<file path="config.mk">
export PLATFORM = sky130hd
export DESIGN_NAME = wishbone_arbiter_flat
export DESIGN_NICKNAME = d
export VERILOG_FILES = /design/src/rtl/wishbone_arbiter_if.sv /design/src/rtl/wishbone_arbiter.sv /design/src/flat_wrapper.sv
export SDC_FILE = /design/constraint.sdc
export NUM_CORES = 1
export LEC_CHECK = 0
export CAP_MARGIN = 40
export CORE_MARGIN = 1.5
export CORE_UTILIZATION = 42
export CTS_BUF_LIST = sky130_fd_sc_hd__clkbuf_4
export CTS_CLUSTER_DIAMETER = 50
export CTS_CLUSTER_SIZE = 28
export DETAILED_ROUTE_END_ITERATION = 16
export PLACE_DENSITY = 0.88
export SKIP_CTS_REPAIR_TIMING = 1
export SLEW_MARGIN = 20
export SYNTH_ARGS = -nofsm -noshare
export SYNTH_HDL_FRONTEND = slang
export SYNTH_SLANG_ARGS = --single-unit
</file>
<file path="constraint.sdc">
create_clock -name clk_i -period 1.87 [get_ports clk_i]
set_input_delay 0.2805 -clock clk_i [delete_from_list [all_inputs] [get_ports clk_i]]
set_output_delay 0.2805 -clock clk_i [all_outputs]
set_load 0.02 [all_outputs]
</file>
<file path="src/rtl/wishbone_arbiter_if.sv">
// -----------------------------------------------------------------------------
// wishbone_arbiter_if
// Groups the request/grant/response wiring between N_MASTER Wishbone masters,
// the shared slave side and the round-robin arbiter.
//   m_cyc_i / m_stb_i / m_lock_i : per-master cyc, stb, lock (requests)
//   m_gnt_o                      : one-hot grant to each master
//   m_ack_o / m_err_o / m_rty_o  : responses routed to the owning master
//   s_cyc_o / s_stb_o            : cyc/stb toward the slave
//   s_ack_i / s_err_i / s_rty_i  : slave responses
//   gnt_idx_o / gnt_valid_o      : owner index for the adr/dat mux, owner valid
//   timeout_o                    : watchdog fire pulse
// Modports: slave  = the arbiter's view
//           master = the surrounding masters/slave (or bench) view
// -----------------------------------------------------------------------------
interface wishbone_arbiter_if #(
   parameter int N_MASTER = 4
);
   localparam int IDX_W = $clog2(N_MASTER);

   logic [N_MASTER-1:0] m_cyc_i;
   logic [N_MASTER-1:0] m_stb_i;
   logic [N_MASTER-1:0] m_lock_i;
   logic [N_MASTER-1:0] m_gnt_o;
   logic [N_MASTER-1:0] m_ack_o;
   logic [N_MASTER-1:0] m_err_o;
   logic [N_MASTER-1:0] m_rty_o;
   logic                s_cyc_o;
   logic                s_stb_o;
   logic                s_ack_i;
   logic                s_err_i;
   logic                s_rty_i;
   logic [IDX_W-1:0]    gnt_idx_o;
   logic                gnt_valid_o;
   logic                timeout_o;

   modport slave (
      input  m_cyc_i, m_stb_i, m_lock_i, s_ack_i, s_err_i, s_rty_i,
      output m_gnt_o, m_ack_o, m_err_o, m_rty_o, s_cyc_o, s_stb_o,
             gnt_idx_o, gnt_valid_o, timeout_o
   );

   modport master (
      output m_cyc_i, m_stb_i, m_lock_i, s_ack_i, s_err_i, s_rty_i,
      input  m_gnt_o, m_ack_o, m_err_o, m_rty_o, s_cyc_o, s_stb_o,
             gnt_idx_o, gnt_valid_o, timeout_o
   );
endinterface

</file>
<file path="src/rtl/wishbone_arbiter.sv">
// -----------------------------------------------------------------------------
// wishbone_arbiter
// Round-robin arbiter sharing one Wishbone slave bus between N_MASTER masters,
// with lock support and a bus watchdog that ends hung transfers with an err.
// Ports:
//   clk_i   : clock
//   rstn_i  : asynchronous active-low reset
//   bus     : wishbone_arbiter_if.slave (requests in, grants/responses out)
// Grant, owner index and owner-valid are registered; cyc/stb toward the slave,
// routed responses and timeout_o are combinational on the current owner.
// -----------------------------------------------------------------------------
module wishbone_arbiter #(
   parameter int N_MASTER = 4,
   parameter int TIMEOUT  = 255
) (
   input  logic              clk_i,
   input  logic              rstn_i,
   wishbone_arbiter_if.slave bus
);
   localparam int IDX_W = $clog2(N_MASTER);
   localparam int CNT_W = $clog2(TIMEOUT + 1);
   localparam logic [CNT_W-1:0]    CNT_LAST = CNT_W'(TIMEOUT - 1);
   localparam logic [IDX_W-1:0]    IDX_LAST = IDX_W'(N_MASTER - 1);
   localparam logic [N_MASTER-1:0] ONE      = N_MASTER'(1);

   typedef enum logic [1:0] {IDLE, BUSY, HOLD} state_t;

   state_t              state_q;
   logic [N_MASTER-1:0] gnt_q;
   logic [IDX_W-1:0]    gnt_idx_q;
   logic                gnt_valid_q;
   logic [IDX_W-1:0]    prio_q;
   logic [CNT_W-1:0]    wdog_q;

   logic [IDX_W-1:0]    pick;
   logic [IDX_W-1:0]    cand;
   logic                pick_ok;
   logic                own_cyc;
   logic                own_stb;
   logic                own_lock;
   logic                busy;
   logic                resp;
   logic                stalled;
   logic                fire;
   logic [IDX_W-1:0]    prio_next;

   assign own_cyc  = bus.m_cyc_i[gnt_idx_q];
   assign own_stb  = bus.m_stb_i[gnt_idx_q];
   assign own_lock = bus.m_lock_i[gnt_idx_q];
   assign busy     = (state_q == BUSY);
   assign resp     = bus.s_ack_i | bus.s_err_i | bus.s_rty_i;
   assign stalled  = busy & own_stb & ~resp;
   // The counter holds the stalled cycles already seen, so the watchdog fires
   // on the cycle that would make it reach TIMEOUT; a response that cycle wins.
   assign fire     = stalled & (wdog_q == CNT_LAST);
   assign prio_next = (gnt_idx_q == IDX_LAST) ? '0 : gnt_idx_q + 1'b1;

   // Search from prio_q upward with wrap; iterating downward in offset lets the
   // lowest offset (highest priority) overwrite any later match.
   always_comb begin
      pick    = '0;
      pick_ok = 1'b0;
      cand    = '0;
      for (int i = N_MASTER - 1; i >= 0; i--) begin
         cand = IDX_W'((int'(prio_q) + i) % N_MASTER);
         if (bus.m_cyc_i[cand]) begin
            pick    = cand;
            pick_ok = 1'b1;
         end
      end
   end

   always_ff @(posedge clk_i or negedge rstn_i) begin
      if (!rstn_i) begin
         state_q     <= IDLE;
         gnt_q       <= '0;
         gnt_idx_q   <= '0;
         gnt_valid_q <= 1'b0;
         prio_q      <= '0;
         wdog_q      <= '0;
      end else begin
         case (state_q)
            IDLE: begin
               wdog_q <= '0;
               if (pick_ok) begin
                  state_q     <= BUSY;
                  gnt_idx_q   <= pick;
                  gnt_q       <= ONE << pick;
                  gnt_valid_q <= 1'b1;
               end
            end
            BUSY: begin
               if (!own_cyc) begin
                  wdog_q <= '0;
                  if (own_lock) begin
                     state_q <= HOLD;
                  end else begin
                     state_q     <= IDLE;
                     gnt_q       <= '0;
                     gnt_valid_q <= 1'b0;
                     prio_q      <= prio_next;
                  end
               end else if (stalled && !fire) begin
                  wdog_q <= wdog_q + 1'b1;
               end else begin
                  wdog_q <= '0;
               end
            end
            HOLD: begin
               wdog_q <= '0;
               if (own_cyc) begin
                  state_q <= BUSY;
               end else if (!own_lock) begin
                  state_q     <= IDLE;
                  gnt_q       <= '0;
                  gnt_valid_q <= 1'b0;
                  prio_q      <= prio_next;
               end
            end
            default: begin
               state_q     <= IDLE;
               gnt_q       <= '0;
               gnt_valid_q <= 1'b0;
               wdog_q      <= '0;
            end
         endcase
      end
   end

   assign bus.m_gnt_o     = gnt_q;
   assign bus.gnt_idx_o   = gnt_idx_q;
   assign bus.gnt_valid_o = gnt_valid_q;
   assign bus.s_cyc_o     = busy & own_cyc;
   assign bus.s_stb_o     = busy & own_stb;
   // gnt_q is zero whenever nobody owns the bus, so masking routes responses
   // to the owner only and silences everything else.
   assign bus.m_ack_o     = gnt_q & {N_MASTER{bus.s_ack_i}};
   assign bus.m_err_o     = gnt_q & {N_MASTER{bus.s_err_i | fire}};
   assign bus.m_rty_o     = gnt_q & {N_MASTER{bus.s_rty_i}};
   assign bus.timeout_o   = fire;

endmodule

</file>
<file path="src/flat_wrapper.sv">
// flat-port wrapper written by rule: the top's interface ports become plain ports
module wishbone_arbiter_flat 
#(
   parameter int N_MASTER = 4,
   parameter int TIMEOUT  = 255
)
  (clk_i, rstn_i, bus_m_cyc_i, bus_m_stb_i, bus_m_lock_i, bus_s_ack_i, bus_s_err_i, bus_s_rty_i, bus_m_gnt_o, bus_m_ack_o, bus_m_err_o, bus_m_rty_o, bus_s_cyc_o, bus_s_stb_o, bus_gnt_idx_o, bus_gnt_valid_o, bus_timeout_o);
  wishbone_arbiter_if #(.N_MASTER(N_MASTER)) bus_i ();
  input  logic clk_i;
  input  logic rstn_i;
  input wire logic [$bits(bus_i.m_cyc_i)-1:0] bus_m_cyc_i;
  input wire logic [$bits(bus_i.m_stb_i)-1:0] bus_m_stb_i;
  input wire logic [$bits(bus_i.m_lock_i)-1:0] bus_m_lock_i;
  input wire logic [$bits(bus_i.s_ack_i)-1:0] bus_s_ack_i;
  input wire logic [$bits(bus_i.s_err_i)-1:0] bus_s_err_i;
  input wire logic [$bits(bus_i.s_rty_i)-1:0] bus_s_rty_i;
  output wire logic [$bits(bus_i.m_gnt_o)-1:0] bus_m_gnt_o;
  output wire logic [$bits(bus_i.m_ack_o)-1:0] bus_m_ack_o;
  output wire logic [$bits(bus_i.m_err_o)-1:0] bus_m_err_o;
  output wire logic [$bits(bus_i.m_rty_o)-1:0] bus_m_rty_o;
  output wire logic [$bits(bus_i.s_cyc_o)-1:0] bus_s_cyc_o;
  output wire logic [$bits(bus_i.s_stb_o)-1:0] bus_s_stb_o;
  output wire logic [$bits(bus_i.gnt_idx_o)-1:0] bus_gnt_idx_o;
  output wire logic [$bits(bus_i.gnt_valid_o)-1:0] bus_gnt_valid_o;
  output wire logic [$bits(bus_i.timeout_o)-1:0] bus_timeout_o;
  assign bus_i.m_cyc_i = bus_m_cyc_i;
  assign bus_i.m_stb_i = bus_m_stb_i;
  assign bus_i.m_lock_i = bus_m_lock_i;
  assign bus_i.s_ack_i = bus_s_ack_i;
  assign bus_i.s_err_i = bus_s_err_i;
  assign bus_i.s_rty_i = bus_s_rty_i;
  assign bus_m_gnt_o = bus_i.m_gnt_o;
  assign bus_m_ack_o = bus_i.m_ack_o;
  assign bus_m_err_o = bus_i.m_err_o;
  assign bus_m_rty_o = bus_i.m_rty_o;
  assign bus_s_cyc_o = bus_i.s_cyc_o;
  assign bus_s_stb_o = bus_i.s_stb_o;
  assign bus_gnt_idx_o = bus_i.gnt_idx_o;
  assign bus_gnt_valid_o = bus_i.gnt_valid_o;
  assign bus_timeout_o = bus_i.timeout_o;
  wishbone_arbiter #(.N_MASTER(N_MASTER), .TIMEOUT(TIMEOUT)) u_core (.clk_i(clk_i), .rstn_i(rstn_i), .bus(bus_i));
endmodule
</file>
# After elaboration in Yosys (flattened, before gate mapping)
# Index checks and enable logic that the tools add are counted.
# W data, S select, Z words.
[word_totals]
wordCells = 87
in_bits = 17
ff_bits = 19
[classes]
eq_ne = 9
n_reduce_logical = 8
addsub = 5
n_mux = 40
shifts = 1
bitwise = 13
order_cmp = 5
[op_table]
columns = ["op", "n"]
rows = [
  ["$mux W8", 3],
  ["$mux W2", 10],
  ["$lt A2 B3 Y1 const B", 5],
  ["$bmux W1 S2", 7],
  ["$mux W1", 14],
  ["$and A4 B4 Y4", 3],
  ["$mux W4", 3],
  ["$reduce_and A3 Y1", 3],
  ["$add A8 B1 Y8 const B", 1],
  ["$eq A8 B8 Y1 const B", 1],
  ["$pmux W4 S2", 1],
  ["$ne A2 B2 Y1 const B", 3],
  ["$pmux W2 S3", 1],
  ["$add A2 B1 Y2 const B", 2],
  ["$add A2 B2 Y2 const B", 2],
  ["$and A1 B1 Y1", 4],
  ["$eq A2 B2 Y1 const B", 2],
  ["$shl A1 B2 Y4 const A", 1],
  ["$ne A3 B2 Y1 const B", 1],
  ["$not A1 Y1", 3],
  ["$or A1 B1 Y1", 3],
  ["$eq A2 B1 Y1 const B", 1],
  ["$logic_not A2 Y1", 1],
  ["$ne A2 B1 Y1 const B", 1],
  ["other kinds (5)", 5],
]

# Logic depth before layout (Yosys ltp)
[depth]
ltp_word = 10
ltp_mapped = 5

# Least setup slack after synthesis
# OpenSTA, ideal clock, no wires.
[synth_path]
path_kind = "reg2reg"
from = "register u_core.gnt_idx_q[1] (netlist: u_core.bus.gnt_idx_o[1])"
to = "register u_core.state_q[0]"
arrival_ns = 1.930
setup_time_ns = 0.125
path_stages_with_launch = 5
slack_ns = -0.185
path_cell_list = "dfrtp_1 -> mux4_2 -> and2_4 -> a311o_1 -> mux2_4"
[synth_via]
elab_chain_cells = 4
[synth_rtl]
columns = ["item", "line_no", "rtl"]
rows = [
  ["start, declared", "wishbone_arbiter.sv:30", "logic [IDX_W-1:0] gnt_idx_q;"],
  ["start signal, assigned", "wishbone_arbiter.sv:87", "gnt_idx_q <= pick;"],
  ["$bmux W1 S2, on equally long branches", "wishbone_arbiter.sv:49, wishbone_arbiter.sv:47", ""],
  ["$mux W1, on equally long branches", "wishbone_arbiter.sv:49, wishbone_arbiter.sv:47", ""],
  ["$ne A3 B2 Y1 (no source line), or another cell as far along", "-", ""],
  ["$reduce_and A3 Y1 (no source line) / $pmux W2 S3 (equally long branches)", "-", ""],
  ["end signal, assigned", "wishbone_arbiter.sv:75", "state_q <= IDLE;"],
  ["end signal, assigned", "wishbone_arbiter.sv:86", "state_q <= BUSY;"],
  ["end signal, assigned", "wishbone_arbiter.sv:96", "state_q <= HOLD;"],
  ["end, declared", "wishbone_arbiter.sv:28", "state_t state_q;"],
]
# Parallel ways exist; a longest one is shown, timed or not. The select of a mux whose other input is x is not followed.
# A chain may end at the register's enable or synchronous reset.

# Final worst setup path
[layout_path]
from = "register u_core.gnt_idx_q[0] (netlist: u_core.bus.gnt_idx_o[0])"
to = "output port bus_m_err_o[0]"
[layout_via]
elab_chain_cells = 7
[layout_rtl]
columns = ["item", "line_no", "rtl"]
rows = [
  ["$bmux W1 S2", "wishbone_arbiter.sv:48", "assign own_stb = bus.m_stb_i[gnt_idx_q];"],
  ["$mux W1 (implied by the code)", "wishbone_arbiter.sv:48", ""],
  ["$and A1 B1 Y1 (2 in a row)", "wishbone_arbiter.sv:52", "assign stalled = busy & own_stb & ~resp;"],
  ["$and A1 B1 Y1", "wishbone_arbiter.sv:55", "assign fire = stalled & (wdog_q == CNT_LAST);"],
  ["$or A1 B1 Y1", "wishbone_arbiter.sv:138", "assign bus.m_err_o = gnt_q & {N_MASTER{bus.s_err_i | fire}};"],
  ["$and A4 B4 Y4", "wishbone_arbiter.sv:138", ""],
  ["end, declared", "flat_wrapper.sv:19", "output wire logic [$bits(bus_i.m_err_o)-1:0] bus_m_err_o;"],
]
# Every way passes these cells. The select of a mux whose other input is x is not followed.

==> out/metrics.yaml <==
status:
  status: "complete, but fails checks"
  violations: "negative setup slack"
cts:
  cts_buffers: 3
  cts_htree_levels: 1
  root_buffer: "clkbuf_4"
  cts_buffer_depth: 2
  clkSinkCount: 19
  clk_pin_slew_ps: 110
  cts_tree: "yes"
  clk_latency_ps: 300
setup_path:
  endpoint_kind: "primary output"
  worstPathArrival_ps: 1790
  critPathKind: "reg -> out"
  crit_path_start_kind: "register"
  worstPathRequired_ps: 1590
  worstPathMaxFanout: 4
finish:
  fin_nets: 211
  final_cell_area_mm2: 0.001864
  fin_util_pct: 72.61
  layout-drive-gt1-share_pct: 30.65
  layout_common_cells: "buf_4 (30), clkdlybuf4s50_1 (23), dfrtp_1 (17)"
  antenna-diode-count: 0
  syn_to_final_growth_pct: 59.19
  layout_commonest_cell: "buf_4"
job:
  drv_cap: 0
sta:
  worst_pin_slew_ps: 337.0
  hold_viol: 0
  setup_viol: 9
  setup_slack_ps: -201.0
  finalClockSkew_ps: 1.657
  rsz0062_at_grt: "true"
  period_needed_ps: 2071
  max_freq_ghz: 0.4829
  fin_crit_sh_pct: 110.8
  timing.slew.headroom_pct: 77.46
  drv_slew: 0
  timing.setup.tns_ps: -1002
placement:
  placed_area_mm2: 0.001821
  hpwl_um: 2632
  port_buffers: 38
  gp_congestion: 0.8909
yosys:
  ys_types: 33
  yosysWarnings: 0
  synth_seq_cells: 19
  syn-num-nets: 138
  syn-mean-instance-area_um2: 10.27
  synth_seq_area_share_pct: 40.60
  synthesis.instances: 114
  netlist_area_mm2: 0.001171
routing:
  drtIter0Drc: 28
  dr.pass1.iters: 4
  postRouteAntennaNets: 0
  drt_wl_total_um: 3437
  drc: 0
  vias: 1215
  wire_per_inst_um: 15.91
  vias_per_cell: 5.625
die:
  fp.dieArea_mm2: 0.003114
  start_util_pct: 45.61
  core_mm2: 0.002567
  dieWidth_um: 55.81
  die_height_um: 55.81
  rows: 18
  ioPinCount: 39
grt:
  grt_pass1_vias: 1214
  grt_max_degree: 20
  grt_overflow: 0
  grt_pass1_wl_um: 5506
  antenna_found_initial: 0
  grtUsageTotal_pct: 22.60
pwr:
  power.leakage_nw: 1.002
  peakVddDrop_mv: 1.064
  pwr_density_cell_mw_per_mm2: 1241
  total_power_w: 0.002314
hold_path:
  hp-class: "in -> async"
-- sequential cells by signal (all words and copies together) (netlist names) --
name / cells
u_core.prio_q: 2
u_core.wdog_q: 8
u_core.bus.gnt_idx_o: 2
u_core.bus.m_gnt_o: 4
u_core.state_q: 2
u_core.bus.gnt_valid_o: 1
-- through the flow --
stage,std cells,hold WS [ps],setup WS (ps)
after global routing,216,317.2,-269.9
after detailed placement,212,482.7,-704.1
after CTS,216,310.6,-736.1
after floorplan,114,-15.09,-73.27
after global placement,212,478.4,-606.7
final,216,300.7,-201.0
-- cell type report --
class,count,area (um2)
clock buffer,3,22.52
clock inverter,1,5.005
fill,180,703.2
inverter,4,15.01
multi-input combinational,91,703.2
sequential,19,478.0
tap,30,37.54
timing repair buffer,68,603.1
-- Yosys cell counts (all sizes together) --
cell	instances	area, um2
nor3b	1	7.510
xnor2	1	8.760
nand2b	2	12.51
a21o	1	7.510
nor3	1	5.000
nand4	1	6.260
a21oi	3	15.01
nor2b	4	25.02
nand3	3	15.01
mux4	3	75.07
a311o	1	10.01
nor2	16	60.06
a211oi	1	7.510
o21a	1	7.510
and2	11	71.32
o41ai	3	26.28
xor2	5	43.79
o21ai	4	20.02
mux2i	2	20.02
mux2	3	37.53
and3	3	18.77
or2	2	12.51
nand2	5	18.77
a211o	1	8.760
a32o	2	20.02
dfrtp	19	475.5
ha	7	87.58
and4	2	17.52
nand3b	2	15.01
inv	4	15.01
-- final timing paths --
check                      slack [ps]  cells after the start                    start                 endpoint
max reg2reg                       -50                      5  u_core.bus.gnt_idx_o[0]    u_core.bus.m_gnt_o[2]
max                              -200                      5  u_core.bus.gnt_idx_o[0]           bus_m_err_o[0]
max in group asynchronous        1350                      2                   rstn_i  u_core.bus.gnt_idx_o[1]
min reg2reg                       500                      1   u_core.bus.gnt_valid_o   u_core.bus.gnt_valid_o
min                               300                      2                   rstn_i  u_core.bus.gnt_idx_o[0]
min in group clk_i                500                      1   u_core.bus.gnt_valid_o   u_core.bus.gnt_valid_o
-- per-layer routing --
layer	GRT usage [%]	routed length, um
met1	25.82	1340
met5	0	0
met3	3.488	187
met4	10.10	77
met2	41.16	1832
-- critical path: stages (launching register included) --
cell	delay, ps
dfrtp_2	390
mux4_2	510
and3_4	200
a21oi_4	160
nor2b_1	70
buf_2	160
-- where the power goes --
| part | internal (W) | switching, W |
|---|---|---|
| combinational | 0.000769 | 0.000694 |
| sequential | 0.000525 | 0.000115 |
| clock | 0.0000797 | 0.000131 |
-- cells by family after synthesis --
kind of cell / count (synthesis) / synth area share, %
simple gates: 53 / 24.36
compound gates: 17 / 10.47
xor+xnor: 6 / 4.487
mux: 8 / 11.32
fa+ha+maj: 7 / 7.478
buf+inv: 4 / 1.282
flops: 19 / 40.60
(Power assumes the default switching activity.)
